===== src/rtl/pipe_reg_chain_pkg.sv =====
// pipe_pkg: shared limits, occupancy-width helper and word payload type for
// the elastic pipeline register chain.
//   MAX_STAGES / MAX_WIDTH : supported parameter limits
//   occ_width()            : width of the occupancy counter for a given depth
//   pipe_word_t            : {valid, data} payload at the maximum width
package pipe_pkg;

    localparam int unsigned MAX_STAGES = 8;
    localparam int unsigned MAX_WIDTH  = 64;

    typedef struct packed {
        logic                 valid;
        logic [MAX_WIDTH-1:0] data;
    } pipe_word_t;

    // Room for STAGES entries plus an optional skid entry, plus zero.
    function automatic int unsigned occ_width(input int unsigned stages);
        return $unsigned($clog2(stages + 32'd2));
    endfunction

endpackage


===== src/rtl/pipe_reg_chain_stage.sv =====
// pipe_stage: one valid+data register of the chain.
//   clk, clr      : clock, asynchronous active-high reset
//   flush         : synchronous clear of the valid bit (data held)
//   load          : stage takes its source this cycle
//   src_valid/src_data : word offered by the previous stage or input
//   valid/data    : registered stage contents
module pipe_stage
    import pipe_pkg::*;
#(
    parameter int unsigned      WIDTH     = 32,
    parameter logic [WIDTH-1:0] RESET_VAL = '0
) (
    input  logic             clk,
    input  logic             clr,
    input  logic             flush,
    input  logic             load,
    input  logic             src_valid,
    input  logic [WIDTH-1:0] src_data,
    output logic             valid,
    output logic [WIDTH-1:0] data
);

    // Data only moves with a valid source, so bubbles never overwrite it.
    always_ff @(posedge clk or posedge clr) begin
        if (clr) begin
            valid <= 1'b0;
            data  <= RESET_VAL;
        end else if (flush) begin
            valid <= 1'b0;
        end else if (load) begin
            valid <= src_valid;
            if (src_valid) begin
                data <= src_data;
            end
        end
    end

endmodule


===== src/rtl/pipe_reg_chain.sv =====
// pipe_reg_chain: elastic valid/ready pipeline register, STAGES deep.
//   clk, clr            : clock, asynchronous active-high reset
//   in_valid/in_data    : upstream word, in_ready accepts it
//   out_valid/out_data  : last-stage word, out_ready consumes it
//   flush               : synchronous kill of every in-flight word
//   occupancy           : number of valid entries held
// Build option: define PIPE_REG_CHAIN_SKID_EN to add a one-entry skid buffer
// in front of stage 0, which registers in_ready and adds one entry of capacity.
module pipe_reg_chain
    import pipe_pkg::*;
#(
    parameter int unsigned      WIDTH     = 32,
    parameter int unsigned      STAGES    = 2,
    parameter logic [WIDTH-1:0] RESET_VAL = '0,
    parameter int unsigned      OCC_W     = occ_width(STAGES)
) (
    input  logic             clk,
    input  logic             clr,
    input  logic             in_valid,
    input  logic [WIDTH-1:0] in_data,
    output logic             in_ready,
    output logic             out_valid,
    output logic [WIDTH-1:0] out_data,
    input  logic             out_ready,
    input  logic             flush,
    output logic [OCC_W-1:0] occupancy
);

    logic [STAGES-1:0] v;
    logic [STAGES-1:0] rdy;
    logic [STAGES-1:0] ld;
    logic [WIDTH-1:0]  d [STAGES];
    logic              s0_valid;
    logic [WIDTH-1:0]  s0_data;
    logic              in_fire;
    logic              out_fire;
    logic [OCC_W-1:0]  occ_q;

    // Stage i may advance if any later stage has a hole or the sink takes a word.
    for (genvar g = 0; g < STAGES; g++) begin : g_ready
        if (g == STAGES - 1) begin : g_last
            assign rdy[g] = out_ready;
        end else begin : g_inner
            assign rdy[g] = out_ready | ~(&v[STAGES-1:g+1]);
        end
    end

    assign ld = ~v | rdy;

    for (genvar g = 0; g < STAGES; g++) begin : g_stage
        logic             src_valid;
        logic [WIDTH-1:0] src_data;
        if (g == 0) begin : g_head
            assign src_valid = s0_valid;
            assign src_data  = s0_data;
        end else begin : g_body
            assign src_valid = v[g-1];
            assign src_data  = d[g-1];
        end
        pipe_stage #(
            .WIDTH     (WIDTH),
            .RESET_VAL (RESET_VAL)
        ) u_stage (
            .clk       (clk),
            .clr       (clr),
            .flush     (flush),
            .load      (ld[g]),
            .src_valid (src_valid),
            .src_data  (src_data),
            .valid     (v[g]),
            .data      (d[g])
        );
    end

`ifdef PIPE_REG_CHAIN_SKID_EN
    logic             skid_valid;
    logic [WIDTH-1:0] skid_data;

    // Parks an accepted word when stage 0 is blocked; drains before new input.
    pipe_stage #(
        .WIDTH     (WIDTH),
        .RESET_VAL (RESET_VAL)
    ) u_skid (
        .clk       (clk),
        .clr       (clr),
        .flush     (flush),
        .load      (!skid_valid || ld[0]),
        .src_valid (!skid_valid && in_valid && !ld[0]),
        .src_data  (in_data),
        .valid     (skid_valid),
        .data      (skid_data)
    );

    assign s0_valid = skid_valid | in_valid;
    assign s0_data  = skid_valid ? skid_data : in_data;
    assign in_ready = !skid_valid && !flush;
`else
    assign s0_valid = in_valid;
    assign s0_data  = in_data;
    assign in_ready = ld[0] && !flush;
`endif

    assign in_fire  = in_valid && in_ready;
    assign out_fire = v[STAGES-1] && out_ready;

    // Running count of held words; flush empties the chain after any delivery.
    always_ff @(posedge clk or posedge clr) begin
        if (clr) begin
            occ_q <= '0;
        end else if (flush) begin
            occ_q <= '0;
        end else begin
            occ_q <= occ_q + OCC_W'(in_fire) - OCC_W'(out_fire);
        end
    end

    assign occupancy = occ_q;
    assign out_valid = v[STAGES-1];
    assign out_data  = d[STAGES-1];

endmodule


===== config.mk =====
export PLATFORM = sky130hd
export DESIGN_NAME = pipe_reg_chain
export DESIGN_NICKNAME = d
export VERILOG_FILES = /design/src/rtl/pipe_reg_chain_pkg.sv /design/src/rtl/pipe_reg_chain_stage.sv /design/src/rtl/pipe_reg_chain.sv
export SDC_FILE = /design/constraint.sdc
export NUM_CORES = 1
export LEC_CHECK = 0
export BUFFER_PORTS_ARGS = -buffer_cell sky130_fd_sc_hd__buf_2
export CORE_MARGIN = 10
export CORE_UTILIZATION = 50
export CTS_BUF_LIST = sky130_fd_sc_hd__clkbuf_4 sky130_fd_sc_hd__clkbuf_8
export DETAILED_ROUTE_END_ITERATION = 8
export GPL_TIMING_DRIVEN = 0
export PLACE_DENSITY = 0.83
export SLEW_MARGIN = 20
export SYNTH_ARGS = -nofsm -noshare
export SYNTH_HDL_FRONTEND = slang
export SYNTH_SLANG_ARGS = --single-unit

===== constraint.sdc =====
create_clock -name clk -period 2.96 [get_ports clk]
set_clock_uncertainty 0.15 [all_clocks]
set_input_delay 0.148 -clock clk [delete_from_list [all_inputs] [get_ports clk]]
set_output_delay 0.148 -clock clk [all_outputs]
set_load 0.05 [all_outputs]

==> flow_metrics.tcl, run 1 <==
set metrics [dict create \
    ios 73 \
    grt_usage_pct 15.0 \
    seq_area_frac_synth_pct 62.2 \
    crit_chain "and3b_1 > or3b_1 > buf_6 > buf_12 > ha_1 > inv_1 > ha_1 > xor2_1 > xnor2_1 > nor2_1" \
    drtAntennaViolNets 0 \
    finalSetupViolCount 0 \
    p_leak_nw 1.90 \
    crit_path_top_delay_cell "dfrtp_1" \
    cp_top_family "simple AND/OR/NAND/NOR gates" \
    crit_buf_inv 3 \
    yosys-top-cells-area "dfrtp_1 62%, mux2_4 16%, mux2_2 14%" \
    cp_max_fo 10 \
    sw_frac_of_total_pct 37.2 \
    grt_pass1_vias 1929 \
    root_buffer "clkbuf_8" \
    place_area_sq_mm 0.00321 \
    vias_per_cell 4.80 \
    area_growth_pct 38.9 \
    antenna_found_initial 0 \
    yosysTopAreaCellShare_pct 62.2 \
    endpoint_kind "flop" \
    tns_ps 0 \
    status "completed" \
    dieHeight_um 94.0 \
    wire_per_inst_um 17.5 \
    powerDensity_mw_per_mm2 826 \
    crit_arrival_ps 2480 \
    reg2reg_from "g_stage[1].u_stage.valid" \
    cts_tree "built" \
    core_area_sq_mm 0.00520 \
    die_x_um 94.0 \
    worstSetupStartpoint "g_stage[1].u_stage.valid" \
    antennaDiodeCount 0 \
    finish.net_count 317 \
    nFillCells 331 \
    drtPass1Iterations 6 \
    dp_slack_ps 589 \
    hold_viol 0 \
    finalCritPeriodShare_pct 80.9 \
    numCtsBuffers 9 \
    fmax_ghz 0.418 \
    hpwl_um 4030 \
    rsz0062_at_grt "no" \
    syn_nets 196 \
    hold_path_class "in -> async" \
    die_area_sq_mm 0.00883 \
    start_util_pct 52.5 \
    netlist_area_sq_mm 0.00274 \
    setup_ws_ps 565 \
    synthDistinctLibCells 18 \
    post_cts_buffers 0 \
    grt_max_degree 39 \
    cts.sinks 68 \
    clkTransAtPathRegs_ps 80 \
    drt_iter0_markers 39 \
    cts.repair.resized 0 \
    finalCriticalPeriod_ps 2390 \
    switching_power_w 0.00117 \
    combPwrFrac_pct 33.3 \
    holdWs_ps 210 \
    irDropWorstVdd_v 0.000586 \
    grt_remaining_overflow 0 \
    drive_gt1_share_pct 56.9 \
    max_slew_margin_pct 73.2 \
    internal_power_w 0.00197 \
    critPathMostFrequentCell "ha_1" \
    p_clk_share_pct 27.0 \
    gp_congestion 0.702 \
    synth_top_cell_by_area "dfrtp_1" \
    rows 26 \
    port_buffers 72 \
    drcViolationCount 0 \
    worst_slew_pin_slew_ps 402 \
    start_kind "flop" \
    ys_warn_count 0 \
    synthCells 157 \
    ctsHtreeMaxLevel 3 \
    wl_um 6190 \
    p_seq_share_pct 39.7 \
    cpPeakStageDelay_ps 420 \
    clockBufferDepth 2 \
    synth-seq-cells 68 \
    grt_pass1_wl_um 10100 \
    vias 1696 \
    cap_violations 0 \
    required_ps 3050 \
    fin_area_sq_mm 0.00380 \
    clock_latency_ps 350 \
    crit_type "reg -> reg" \
    syn_avg_cell_area_sq_um 17.4 \
    slew_viol_final 0 \
]
per-layer routing:
metal	track usage, %	up-vias	part of all wire, %
met5	0	-	0
met4	5.70	0	1.3
met3	5.68	9	5.6
met2	26.3	41	55
met1	16.0	863	39
li1	-	783	-
power groups by stage:
stage | combinational [W] | clock [W] | sequential [W]
2_1_floorplan | 0.000278 | 0 | 0.00174
3_3_place_gp | 0.000997 | 0 | 0.00124
3_5_place_dp | 0.00102 | 0 | 0.00126
4_1_cts | 0.00106 | 0.000864 | 0.00124
5_1_grt | 0.00109 | 0.000912 | 0.00127
6_report | 0.00104 | 0.000846 | 0.00125
worst register-to-register path: cells and delay by family (launching register included):
| kind | cells | cell delay (ps) |
|---|---|---|
| XOR/XNOR | 2 | 300 |
| adder cells (fa/ha/maj) | 2 | 450 |
| buffers and inverters | 3 | 350 |
| flip-flops | 1 | 420 |
| AND/OR/NAND/NOR | 3 | 620 |
registers in the layout, summed over array words and instances (netlist names):
register and cells:
g_stage.u_stage.data 64, g_stage.u_stage.valid 2, occupancy 2
stage by stage:
stage / util [%] / power (W) / instances
after floorplan: - / 0.00201 / 157
after global placement: 61.2 / 0.00224 / 299
after detailed placement: 61.6 / 0.00227 / 300
after CTS: 73.0 / 0.00316 / 353
after global routing: 73.0 / 0.00327 / 353
final: 73.0 / 0.00314 / 353
cells in the final DEF (no fill, tap or decap), drive strengths merged, types with 2 or more instances in the layout:
cell and instances:
clkinvlp 3, inv 4, ha 2, bufinv 2
mux2 64, nor2 4, dfrtp 68, clkbuf 9
buf 80, dlygate4sd3 37
cells in the mapped netlist, drive strengths merged:
| master | number |
|---|---|
| dfrtp | 68 |
| mux2 | 64 |
| buf | 7 |
| nor2 | 4 |
| inv | 3 |
| ha | 2 |
| a21oi | 1 |
| and2 | 1 |
| and3b | 1 |
| nand2b | 1 |
| nand3b | 1 |
| nor2b | 1 |
| or3b | 1 |
| xnor2 | 1 |
| xor2 | 1 |
worst paths after layout:
check / endpoint / depth (start not counted) / slack [ps]
setup reg to reg: occupancy[1] / 10 / 570
min in group clk: occupancy[1] / 6 / 330
max in group asynchronous: g_stage[1].u_stage.data[2] / 4 / 1930
hold / removal: g_stage[0].u_stage.valid / 3 / 210
hold reg to reg: g_stage[1].u_stage.data[21] / 1 / 350
setup / recovery: occupancy[1] / 10 / 570
kinds of logic after synthesis:
family	share of synthesized area [%]
flops	62.2
mux	30.3
buf+inv	3.57
simple gates	2.15
xor+xnor	0.641
fa+ha+maj	0.915
compound gates	0.183
timing repair:
action	CTS	global route
hold buffers	37	0
endpoints found under the hold margin	66	0
setup endpoints to repair	0	0
area by class of cell:
type / instances / area [sq um] / area share (%)
clock buffer: 9 / 124 / 3.26
timing repair buffer: 110 / 751 / 19.8
multi-input combinational: 79 / 936 / 24.6
buffer: 7 / 86.3 / 2.27
inverter: 3 / 13.8 / 0.362
sequential: 68 / 1700 / 44.8
clock inverter: 7 / 100 / 2.63
tap: 70 / 87.6 / 2.30
No activity file was read; power rests on OpenSTA's default activity.
==> inputs of run 2 (changes only) <==
==> constraint.sdc (replaced) <==
create_clock -name clk -period 2.4 [get_ports clk]
set_clock_uncertainty 0.15 [all_clocks]
set_input_delay 0.12 -clock clk [delete_from_list [all_inputs] [get_ports clk]]
set_output_delay 0.12 -clock clk [all_outputs]
set_load 0.05 [all_outputs]
==> run 2 against run 1 <==
Against the previous run:
- cell area is essentially flat
- clock power grew 13%
- via count down 1.8%
- wire length decreased by 4.6%
- first-iteration DRC count is 54% higher
- critical path type unchanged
- sequential power rose by 22%
- critical path depth fell by 1
- clock-buffer cell count up 2
- combinational power increased by 24%
- non-clock buffer count rose by 1
- die area did not move
- largest power group unchanged
==> flow_metrics.tcl, run 2 (same netlist as run 1, synthesis figures left out) <==
set metrics [dict create \
    status "completed" \
    slew_viol_final 0 \
    antenna_found_initial 0 \
    multi_input_area_sq_um 942 \
    start_kind "flop" \
    finalSetupViolCount 0 \
    start_util_pct 52.5 \
    drive_gt1_share_pct 58.8 \
    hpwl_um 4000 \
    root_buffer "clkbuf_8" \
    largest_register "g_stage.u_stage.data" \
    final_cell_mix "74 x buf_2, 67 x dfrtp_1, 36 x dlygate4sd3_1" \
    cpPeakStageDelay_ps 420 \
    core_area_sq_mm 0.00520 \
    port_buffers 72 \
    largest_reg_flops 64 \
    finalCriticalPeriod_ps 2290 \
    fin_area_sq_mm 0.00380 \
    place_area_sq_mm 0.00321 \
    drcViolationCount 0 \
    vias 1665 \
    finalCritPeriodShare_pct 95.5 \
    finish.net_count 318 \
    die_area_sq_mm 0.00883 \
    crit_buf_inv 2 \
    hold_path_class "in -> async" \
    fmax_ghz 0.436 \
    crit_arrival_ps 2370 \
    grt_pass1_vias 1864 \
    tns_ps 0 \
    crit_type "reg -> reg" \
    powerDensity_mw_per_mm2 994 \
    area_growth_pct 38.9 \
    timing.rr.end "occupancy[1]" \
    wire_per_inst_um 16.7 \
    cp_max_fo 10 \
    cp_top_family "simple AND/OR/NAND/NOR gates" \
    final_core_util_pct 73.0 \
    rows 26 \
    nFillCells 346 \
    grt_remaining_overflow 0 \
    antennaDiodeCount 0 \
    ios 73 \
    rsz0062_at_grt "no" \
    drtPass1Iterations 3 \
    grt_usage_pct 14.3 \
    final_common_cell "buf_2" \
    crit_chain "and3b_2 > or3b_4 > buf_12 > ha_1 > inv_1 > ha_2 > xor2_1 > xnor2_1 > nor2_1" \
    irDropWorstVdd_v 0.000572 \
    cap_violations 0 \
    reg2reg_from "g_stage[1].u_stage.valid" \
    numCtsBuffers 9 \
    grt_max_degree 36 \
    drtAntennaViolNets 0 \
    ctsHtreeMaxLevel 3 \
    clockBufferDepth 2 \
    clkTransAtPathRegs_ps 70 \
    hold_viol 0 \
    die_x_um 94.0 \
    wl_um 5910 \
    reg2reg_setup_slack_ps 110 \
    cts_tree "built" \
    cts.sinks 68 \
    dieHeight_um 94.0 \
    crit_path_top_delay_cell "or3b_4" \
    register_area_sq_mm 0.00170 \
    gp_congestion 0.696 \
    vias_per_cell 4.70 \
    clock_latency_ps 340 \
    r2r_cells 9 \
    max_slew_margin_pct 69.5 \
    p_leak_nw 1.90 \
    worst_slew_pin_slew_ps 457 \
    drt_iter0_markers 60 \
    grt_pass1_wl_um 9720 \
    endpoint_kind "flop" \
    required_ps 2480 \
]
==> run 2: cell count changes in the layout (fill, tap and decap cells not counted), sizes merged <==
cell / previous run / this run
clkinv: 1 / 3
bufinv: 2 / 1
dlygate4sd3: 37 / 36
clkinvlp: 3 / 1
inv: 4 / 3
buf: 80 / 82
clkbuf: 9 / 11
==> run 2: area by class of cell <==
| cell class | count | share of cell area (%) |
|---|---|---|
| Buffer | 6 | 1.98 |
| Clock buffer | 11 | 3.99 |
| Clock inverter | 5 | 1.58 |
| Inverter | 3 | 0.362 |
| Multi-Input combinational cell | 79 | 24.8 |
| Sequential cell | 68 | 44.8 |
| Tap cell | 70 | 2.31 |
| Timing Repair Buffer | 112 | 20.2 |
==> run 2: worst max-delay path by stage <==
stage | from | to | slack [ps] | cells past startpoint
after floorplan | g_stage[1].u_stage.valid | occupancy[1] | -30 | 10
after global placement | clr | g_stage[1].u_stage.valid | -510 | 2
after detailed placement | g_stage[0].u_stage.valid | occupancy[1] | 4 | 10
after CTS | g_stage[1].u_stage.valid | occupancy[1] | 8 | 10
after global routing | g_stage[0].u_stage.valid | occupancy[1] | 8 | 9
final | g_stage[1].u_stage.valid | occupancy[1] | 110 | 9
==> run 2: metrics by stage <==
stage	power (W)	instances	setup slack, ps	hold slack [ps]
4_1_cts	0.00382	354	8.49	195
5_1_grt	0.00396	354	8.22	246
2_1_floorplan	0.00248	157	-31.1	29.5
3_5_place_dp	0.00280	300	3.59	18.2
3_3_place_gp	0.00276	299	-510	195
6_report	0.00378	354	108	198
==> run 2: timing repair <==
action | 4_1_cts | 5_1_grt
buffers inserted | 2 | 2
resized for setup | 0 | 3
hold buffers | 36 | 0
pin swaps | 3 | 3
endpoints found under the hold margin | 70 | 0
setup endpoints to repair | 1 | 1
==> run 2: metal layers <==
layer / vias to the layer above / wire length (um) / GRT usage, %
met2: 45 / 3030 / 23.3
met1: 823 / 2410 / 16.4
met3: 8 / 345 / 3.92
li1: 789 / - / -
met4: 0 / 121 / 8.35
met5: - / 0 / 0
==> run 2: tightest hold or removal path, delay by kind of cell <==
family	cells	cell delay, ps
buffers and inverters	3	990
==> run 2: report_power, final <==
part | leakage, nW | switching [W] | internal [W]
combinational | 0.987 | 0.000847 | 0.000441
clock | 0.106 | 0.000420 | 0.000538
sequential | 0.809 | 0.000129 | 0.00140
